### config.mk
export PLATFORM = sky130hd
export DESIGN_NAME = axi_fetch_unit
export DESIGN_NICKNAME = d
export VERILOG_FILES = /design/src/rtl/axi_fetch_unit.sv
export SDC_FILE = /design/constraint.sdc
export NUM_CORES = 2
export LEC_CHECK = 0
export CAP_MARGIN = 20
export CELL_PAD_IN_SITES_DETAIL_PLACEMENT = 0
export CELL_PAD_IN_SITES_GLOBAL_PLACEMENT = 1
export CORE_UTILIZATION = 42
export DETAILED_ROUTE_END_ITERATION = 12
export HOLD_SLACK_MARGIN = 0.08
export PLACE_DENSITY_LB_ADDON = 0.12
export RECOVER_POWER = 100
export SYNTH_ARGS = -nofsm -noshare
export SYNTH_HDL_FRONTEND = slang
export SYNTH_SLANG_ARGS = --single-unit
export TNS_END_PERCENT = 5
### constraint.sdc
create_clock -name clk -period 15.4 [get_ports clk]
set_clock_uncertainty 0.1 [all_clocks]
set_input_delay 2.31 -clock clk [delete_from_list [all_inputs] [get_ports clk]]
set_output_delay 2.31 -clock clk [all_outputs]
set_load 0.005 [all_outputs]
### src/rtl/axi_fetch_unit.sv
// axi_fetch_unit
//   Instruction fetch front end. Issues fixed-length INCR bursts on an AXI4
//   read channel, splits each data beat into 32-bit instruction words and
//   buffers them in a first-word fall-through FIFO for the consumer.
//
// Ports
//   clk, reset            clock, synchronous active-high reset
//   entry                 start PC, loaded while reset is high
//   redirect_valid/_pc    one-cycle PC redirect (flushes the buffer)
//   m_axi_ar*             AXI4 read address channel (master side)
//   m_axi_r*              AXI4 read data channel (master side)
//   inst_valid/_ready     instruction handshake
//   inst_data, inst_pc    head instruction word and its PC
//   halt                  sticky, an all-zero beat was fetched
//   bus_err               sticky, a beat came back with a non-OKAY response
//
// Build option
//   FETCH_TRACE_EN        when defined, every instruction pop prints
//                         "PC 0x<pc>: Instruction 0x<inst>"
//
// state | meaning
// IDLE  | wait for room for a whole burst in the buffer
// ADDR  | AR request outstanding
// DATA  | accepting beats and pushing instructions
// FLUSH | draining beats of an abandoned burst until rlast
// STOP  | halted or bus error, waiting for redirect or reset

module axi_fetch_unit #(
    parameter int ID_WIDTH   = 13,
    parameter int ADDR_WIDTH = 64,
    parameter int DATA_WIDTH = 64,
    parameter int BURST_LEN  = 8,
    parameter int FIFO_DEPTH = 16
) (
    input  logic                  clk,
    input  logic                  reset,
    input  logic [ADDR_WIDTH-1:0] entry,
    input  logic                  redirect_valid,
    input  logic [ADDR_WIDTH-1:0] redirect_pc,
    output logic [ID_WIDTH-1:0]   m_axi_arid,
    output logic [ADDR_WIDTH-1:0] m_axi_araddr,
    output logic [7:0]            m_axi_arlen,
    output logic [2:0]            m_axi_arsize,
    output logic [1:0]            m_axi_arburst,
    output logic                  m_axi_arlock,
    output logic [3:0]            m_axi_arcache,
    output logic [2:0]            m_axi_arprot,
    output logic                  m_axi_arvalid,
    input  logic                  m_axi_arready,
    input  logic [ID_WIDTH-1:0]   m_axi_rid,
    input  logic [DATA_WIDTH-1:0] m_axi_rdata,
    input  logic [1:0]            m_axi_rresp,
    input  logic                  m_axi_rlast,
    input  logic                  m_axi_rvalid,
    output logic                  m_axi_rready,
    output logic                  inst_valid,
    input  logic                  inst_ready,
    output logic [31:0]           inst_data,
    output logic [ADDR_WIDTH-1:0] inst_pc,
    output logic                  halt,
    output logic                  bus_err
);

    localparam int LANES      = DATA_WIDTH / 32;
    localparam int BEAT_BYTES = DATA_WIDTH / 8;
    localparam int OFF_W      = $clog2(BEAT_BYTES);
    localparam int PTR_W      = $clog2(FIFO_DEPTH);
    localparam int CNT_W      = PTR_W + 1;
    localparam int ADMIT_MAX  = FIFO_DEPTH - BURST_LEN * LANES;

    localparam logic [ADDR_WIDTH-1:0] BEAT_INC    = ADDR_WIDTH'(BEAT_BYTES);
    localparam logic [ADDR_WIDTH-1:0] BURST_BYTES = ADDR_WIDTH'(BURST_LEN * BEAT_BYTES);
    localparam logic [ADDR_WIDTH-1:0] ALIGN_MASK  = ~ADDR_WIDTH'(BEAT_BYTES - 1);

    localparam logic [2:0] S_IDLE  = 3'd0;
    localparam logic [2:0] S_ADDR  = 3'd1;
    localparam logic [2:0] S_DATA  = 3'd2;
    localparam logic [2:0] S_FLUSH = 3'd3;
    localparam logic [2:0] S_STOP  = 3'd4;

    logic [2:0]            state;
    logic [ADDR_WIDTH-1:0] fetch_pc;
    logic [ADDR_WIDTH-1:0] ar_addr_q;
    logic [ADDR_WIDTH-1:0] beat_pc;
    logic                  redir_pend;

    logic [ADDR_WIDTH-1:0] pc_mem   [FIFO_DEPTH];
    logic [31:0]           data_mem [FIFO_DEPTH];
    logic [PTR_W-1:0]      wr_ptr;
    logic [PTR_W-1:0]      rd_ptr;
    logic [CNT_W-1:0]      count;

    logic                  r_fire;
    logic                  beat_err;
    logic                  beat_zero;
    logic                  push_beat;
    logic                  pop;
    logic                  room_for_burst;
    logic [ADDR_WIDTH-1:0] lane_pc  [LANES];
    logic                  push_en  [LANES];
    logic [PTR_W-1:0]      push_off [LANES];
    logic [CNT_W-1:0]      push_cnt;

    logic [ID_WIDTH-1:0]   unused_rid;
    assign unused_rid = m_axi_rid;

    assign m_axi_arvalid = (state == S_ADDR);
    assign m_axi_araddr  = m_axi_arvalid ? ar_addr_q : '0;
    assign m_axi_arlen   = m_axi_arvalid ? 8'(BURST_LEN - 1) : '0;
    assign m_axi_arsize  = m_axi_arvalid ? 3'(OFF_W) : '0;
    assign m_axi_arburst = m_axi_arvalid ? 2'b01 : 2'b00;
    assign m_axi_arcache = m_axi_arvalid ? 4'b0011 : 4'b0000;
    assign m_axi_arprot  = m_axi_arvalid ? 3'b100 : 3'b000;
    assign m_axi_arid    = '0;
    assign m_axi_arlock  = 1'b0;

    assign m_axi_rready = (state == S_DATA) || (state == S_FLUSH);

    assign r_fire    = m_axi_rvalid && m_axi_rready;
    assign beat_err  = (m_axi_rresp != 2'b00);
    assign beat_zero = (m_axi_rdata == '0);
    // A redirect in the same cycle wins over the push.
    assign push_beat = (state == S_DATA) && r_fire && !beat_err && !beat_zero && !redirect_valid;

    assign inst_valid     = (count != '0);
    assign inst_data      = data_mem[rd_ptr];
    assign inst_pc        = pc_mem[rd_ptr];
    assign pop            = inst_valid && inst_ready;
    assign room_for_burst = (count <= CNT_W'(ADMIT_MAX));

    // Lanes below fetch_pc belong to a mid-beat entry point and are skipped;
    // the surviving lanes are packed into consecutive FIFO slots.
    always_comb begin
        push_cnt = '0;
        for (int k = 0; k < LANES; k++) begin
            lane_pc[k]  = beat_pc + ADDR_WIDTH'(4 * k);
            push_en[k]  = push_beat && (lane_pc[k] >= fetch_pc);
            push_off[k] = push_cnt[PTR_W-1:0];
            if (push_en[k]) begin
                push_cnt = push_cnt + CNT_W'(1);
            end
        end
    end

    always_ff @(posedge clk) begin
        if (reset) begin
            state      <= S_IDLE;
            fetch_pc   <= entry;
            ar_addr_q  <= '0;
            beat_pc    <= '0;
            redir_pend <= 1'b0;
            halt       <= 1'b0;
            bus_err    <= 1'b0;
        end else begin
            if (redirect_valid) begin
                fetch_pc <= redirect_pc;
                halt     <= 1'b0;
                bus_err  <= 1'b0;
            end
            case (state)
                S_IDLE: begin
                    if (!redirect_valid && !halt && !bus_err && room_for_burst) begin
                        state      <= S_ADDR;
                        ar_addr_q  <= fetch_pc & ALIGN_MASK;
                        redir_pend <= 1'b0;
                    end
                end
                S_ADDR: begin
                    // A redirect cannot withdraw an AR already on the bus, and
                    // once accepted its beats must be drained before re-fetching.
                    if (m_axi_arready) begin
                        beat_pc    <= ar_addr_q;
                        state      <= (redirect_valid || redir_pend) ? S_FLUSH : S_DATA;
                        redir_pend <= 1'b0;
                    end else if (redirect_valid) begin
                        redir_pend <= 1'b1;
                    end
                end
                S_DATA: begin
                    if (r_fire) begin
                        beat_pc <= beat_pc + BEAT_INC;
                        if (redirect_valid) begin
                            state <= m_axi_rlast ? S_IDLE : S_FLUSH;
                        end else if (beat_err || beat_zero) begin
                            if (beat_err) begin
                                bus_err <= 1'b1;
                            end else begin
                                halt <= 1'b1;
                            end
                            state <= m_axi_rlast ? S_STOP : S_FLUSH;
                        end else if (m_axi_rlast) begin
                            fetch_pc <= ar_addr_q + BURST_BYTES;
                            state    <= S_IDLE;
                        end
                    end else if (redirect_valid) begin
                        state <= S_FLUSH;
                    end
                end
                S_FLUSH: begin
                    if (r_fire && m_axi_rlast) begin
                        state <= (!redirect_valid && (halt || bus_err)) ? S_STOP : S_IDLE;
                    end
                end
                S_STOP: begin
                    if (redirect_valid) begin
                        state <= S_IDLE;
                    end
                end
                default: state <= S_IDLE;
            endcase
        end
    end

    always_ff @(posedge clk) begin
        if (reset || redirect_valid) begin
            wr_ptr <= '0;
            rd_ptr <= '0;
            count  <= '0;
        end else begin
            wr_ptr <= wr_ptr + push_cnt[PTR_W-1:0];
            if (pop) begin
                rd_ptr <= rd_ptr + PTR_W'(1);
            end
            count <= count + push_cnt - CNT_W'(pop);
        end
    end

    always_ff @(posedge clk) begin
        for (int k = 0; k < LANES; k++) begin
            if (push_en[k]) begin
                pc_mem[wr_ptr + push_off[k]]   <= lane_pc[k];
                data_mem[wr_ptr + push_off[k]] <= m_axi_rdata[32*k +: 32];
            end
        end
    end

`ifdef FETCH_TRACE_EN
    always_ff @(posedge clk) begin
        if (!reset && pop) begin
            $display("PC 0x%0h: Instruction 0x%08h", inst_pc, inst_data);
        end
    end
`endif

endmodule

Yosys cells after proc, flatten, opt, wreduce, memory -nomap -nowiden
Memories as Yosys holds them, arrays and structs flattened. A register that Yosys moved wholly into a read port is not among the register bits.
Cells that the tools add are included.
{"block": "totals", "inputBits": 214, "elab_cells": 125, "register_bits": 208, "mem_count": 2, "output_inout_bits": 199, "ramBits": 1536}
{"block": "op_classes", "eq_ne": 12, "n_addsub": 9, "n_mux": 56, "reduce_logical": 33, "order_cmp": 3}
{"memory": "pc_mem", "words": 16, "width": 64, "read_ports": 1, "rd_ports_with_merged_regs": 1, "wr": 2, "line_no": "87", "source": "logic [ADDR_WIDTH-1:0] pc_mem [FIFO_DEPTH];"}
{"memory": "data_mem", "words": 16, "width": 32, "read_ports": 1, "rd_ports_with_merged_regs": 1, "wr": 2, "line_no": "88", "source": "logic [31:0] data_mem [FIFO_DEPTH];"}
{"op": "two-way mux 64 bit", "count": 10}
{"op": ">= comparator 64 bit", "count": 2}
{"op": "one-hot mux 64 bit (2 select lines)", "count": 1}
{"op": "adder 64 x 3 -> 64 bit (second input constant)", "count": 1}
{"op": "adder 64 x 4 -> 64 bit (second input constant)", "count": 1}
{"op": "adder 64 x 7 -> 64 bit (second input constant)", "count": 1}
{"op": "zero test 64 bit", "count": 1}
{"op": "two-way mux 3 bit", "count": 13}
{"op": "two-way mux 1 bit", "count": 22}
{"op": "two-way mux 4 bit", "count": 4}
{"op": "one-hot mux 3 bit (5 select lines)", "count": 1}
{"op": "logical AND 1 bit", "count": 13}
{"op": "== test 3 x 2 -> 1 bit (second input constant)", "count": 2}
{"op": "two-way mux 2 bit", "count": 3}
{"op": "inequality test 2 bit (second input constant)", "count": 3}
{"op": "AND reduction 3 bit", "count": 2}
{"op": "AND reduction 6 bit", "count": 1}
{"op": "nonzero test 2 bit", "count": 3}
{"op": "adder 5 x 1 -> 5 bit (second input constant)", "count": 1}
{"op": "adder 5 bit", "count": 1}
{"op": "less-or-equal comparator 5 x 1 -> 1 bit (second input constant)", "count": 1}
{"op": "zero test 1 bit", "count": 5}
{"op": "logical OR 1 bit", "count": 5}
{"op": "two-way mux 5 bit", "count": 1}
{"op": "other kinds (14)", "count": 15}

Logic depth before layout (Yosys ltp)
{"block": "depth", "word_depth": 13, "mapped_depth": 22, "depth_no_buf": 20}

Worst setup path before layout
OpenSTA, ideal clock, no wires.
{"block": "synth_path", "path_type": "in2reg", "from": "input m_axi_rdata[44]", "to": "memory data_mem[4][0] (enable)", "setup_slack_ns": 1.448, "required_time_ns": 14.498, "setup_time_ns": 0.802, "t_arrival_ns": 13.050, "n_path_buf": 3, "stages": 9, "path_cell_list": "nor4_1 -> nand4_1 -> nor4_1 -> nor3_1 -> nand2_2 -> buf_6 -> clkbuf_1 -> clkbuf_1 -> o41ai_1"}
{"element": "start: declaration", "line_no": "51", "source": "input logic [DATA_WIDTH-1:0] m_axi_rdata,"}
{"element": "end: declaration", "line_no": "88"}

==> flow_metrics.tcl <==
set metrics [dict create \
    synth.distinct_cells 87 \
    grt_usage_pct 23.8 \
    setup_tns_ps 0 \
    worstHoldPathType "reg -> reg" \
    io_pins 413 \
    num_rows 162 \
    syn_area_sq_um 82900 \
    status "finished with violations" \
    area_growth_pct 8.66 \
    dp_slack_ps 4810 \
    cts.sinks 1713 \
    crit_type "in -> reg" \
    cp_max_fo 42 \
    synth_area_leaders "edfxtp_1 54%, mux4_2 13%, clkbuf_1 5.9%" \
    insertion_delay_ps 850 \
    critPathLaunchType "primary input" \
    power.total_uw 11700 \
    report.final.slew_viol_count 1803 \
    synth-edff-count 1504 \
    cts-root-buf "clkbuf_16" \
    ys_ff_latch 1713 \
    cts_setup_buffers 0 \
    htreeDepth 4 \
    wl_per_cell_microns 30.1 \
    num-nets-final 5475 \
    cts_buffers 186 \
    layout_setup_ws_ps 3100 \
    fin_hold_ws_ps 349 \
    gr-total-overflow 0 \
    synthArstFlopShare_pct 0 \
    hold_viol_final 0 \
    arrival_ps 12600 \
    final.min_clock_period_ps 12300 \
    grt_pass1_wl_microns 341000 \
    end_kind "register" \
    clockBufferDepth 3 \
    fmaxAchievable_ghz 0.0813 \
    place_hpwl_microns 139000 \
    switching_power_uw 3160 \
    drive_gt1_share_pct 21.8 \
    wl_microns 238000 \
    period_share_pct 79.9 \
    peakVddDrop_v 0.000131 \
    viasPerCell 5.71 \
    stdcell_area_sq_um 90100 \
    maxCapViolations 49 \
    total_leakage_power_uw 0.0290 \
    pwr-share-clk_pct 37.8 \
    cp.required_ps 15700 \
    die_x_microns 446 \
    p_comb_share_pct 14.2 \
    synth_most_common_cell "edfxtp_1" \
    cts_resized 0 \
    cpPeakStageDelay_ps 1770 \
    drt_first_pass_iters 5 \
    cts_tree "done" \
    netlist_top_cells_count "1504 x edfxtp_1, 1301 x clkbuf_1, 470 x mux4_2" \
    grt_pass1_vias 46100 \
    failed_checks "capacitance limit, slew limit" \
    pwr-share-seq_pct 47.9 \
    start_util_pct 42.4 \
    cpMaxStageDelayCell "clkbuf_1" \
    netlist_instances 5886 \
    gp_congestion 0.787 \
    yosysSeqAreaShare_pct 59.5 \
    slew_headroom_pct -220 \
    synth_top_area_share_pct 54.5 \
    cts_hold_buf 0 \
    die_h_microns 446 \
    worst_slew_pin_slew_ps 4800 \
    ys.flop_type "edfxtp_1" \
    drc 0 \
    clkTransAtPathRegs_ps 70 \
    syn_avg_cell_area_sq_um 14.1 \
    crit_chain "dlygate4sd3_1, nor4_1, nand4_1, nor4_1, nor3_1, nand2_1, nor2_1, ha_1, ha_1, a21oi_1, mux2i_1, inv_1, a21oi_1, or4_1, clkbuf_1, o41ai_1, buf_4, clkbuf_1" \
    vias 45100 \
    fp.dieArea_sq_um 199000 \
    antenna_left 0 \
    p_int_uw 8540 \
    rsz0062_at_grt "false" \
    grt_antenna_before_repair 17 \
    place_area_sq_um 85100 \
    portBuffers 369 \
    swShare_pct 27.0 \
    grt_max_degree 147 \
    yosys_warnings 0 \
    power_density_nw_per_um2 130 \
    setup_viol 0 \
    drt_iter0_markers 3941 \
    synth_top_cell_by_area "edfxtp_1" \
    core_sq_um 195000 \
]
## power by group through the flow
stage	clock network (uW)	logic, uW	registers [uW]
after global placement	0	1720	5690
after CTS	4520	1740	5610
after floorplan	0	1500	5440
final	4430	1670	5600
after detailed placement	0	1730	5710
after global routing	4690	1820	5640
## per-stage QoR
| stage | util [%] | cells |
|---|---|---|
| finish | 46.1 | 7910 |
| global route | 46.1 | 7904 |
| CTS | 46.6 | 7901 |
| detailed placement | 43.6 | 7562 |
| global placement | 43.6 | 7562 |
| floorplan | - | 5915 |
## cell families (layout without fill, tap and decap cells)
kind of cell	after synthesis	count (layout)	share of synthesized area, %
other cells	1	39	0.00452
buf+inv	1565	927	7.67
mux	990	990	20.7
fa+ha+maj	135	135	2.06
compound gates	578	578	4.26
simple gates	841	841	5.13
xor+xnor	63	63	0.666
flops	1713	1713	59.5
## flip-flops by register name, summed over array words and instances, names as in the netlist, named ones only
name and count:
bus_err 1, count 5, ar_addr_q 61, redir_pend 1, wr_ptr 4, halt 1, fetch_pc 64, pc_mem 992
beat_pc 61, rd_ptr 4, data_mem 512, state 3
## area by class of cell
cell class | instances | area (sq um)
diodes | 9 | 22.5
clock buffers | 226 | 4810
clock inverters | 113 | 1160
fillers | 17300 | 105000
inverters | 106 | 405
multi-input cells | 2637 | 26600
flip-flops and latches | 1713 | 49400
well taps | 2624 | 3280
repair buffers | 482 | 4390
## final timing paths
path                                       from             to  slack (ps)  cells after the start
worst max-delay path            m_axi_rdata[48]  pc_mem[6][43]        3100                     18
worst min-delay path               fetch_pc[38]  ar_addr_q[38]         350                      2
worst min register to register     fetch_pc[38]  ar_addr_q[38]         350                      2
worst max register to register       beat_pc[5]  pc_mem[6][43]        5770                     22
## critical path, delay by kind of cell
| kind | cells | cell delay (ps) |
|---|---|---|
| compound gates | 3 | 620 |
| fa+ha+maj | 2 | 550 |
| buf+inv | 5 | 4290 |
| mux | 1 | 80 |
| simple gates | 7 | 4640 |
## metal layers
metal / GRT usage, % / vias up / wire (microns) / part of all wire (%)
li1: - / 19800 / - / -
met1: 32.1 / 23900 / 103000 / 43
met2: 40.4 / 1203 / 119000 / 50
met3: 2.99 / 303 / 10700 / 4.5
met4: 6.36 / 10 / 5530 / 2.3
met5: 0 / - / 69 / 0.029
## layout by cell type, fill, tap and decap left out, types with 11 or more instances in the layout
cell type           n
edfxtp_1         1504
mux4_2            470
nand2_1           324
mux2_2            306
clkdlybuf4s50_1   258
a21oi_1           212
dfxtp_1           206
mux2_1            202
clkbuf_16         186
o21ai_0           152
ha_1              133
nor2_1            128
dlygate4sd3_1     109
inv_1              99
clkbuf_1           90
nand3_1            63
buf_4              58
and2_0             56
nand4_1            47
nor3_1             40
clkinv_1           38
clkinv_2           37
o211ai_1           36
nor4_1             35
a211oi_1           34
xnor2_1            33
xor2_1             30
conb_1             30
and4_1             29
and2_1             22
and3_1             21
or4_1              19
a22oi_1            17
bufinv_16          16
o41ai_1            14
a221o_1            11
a31oi_1            11
Note: power is estimated with default switching activity, not from simulation.
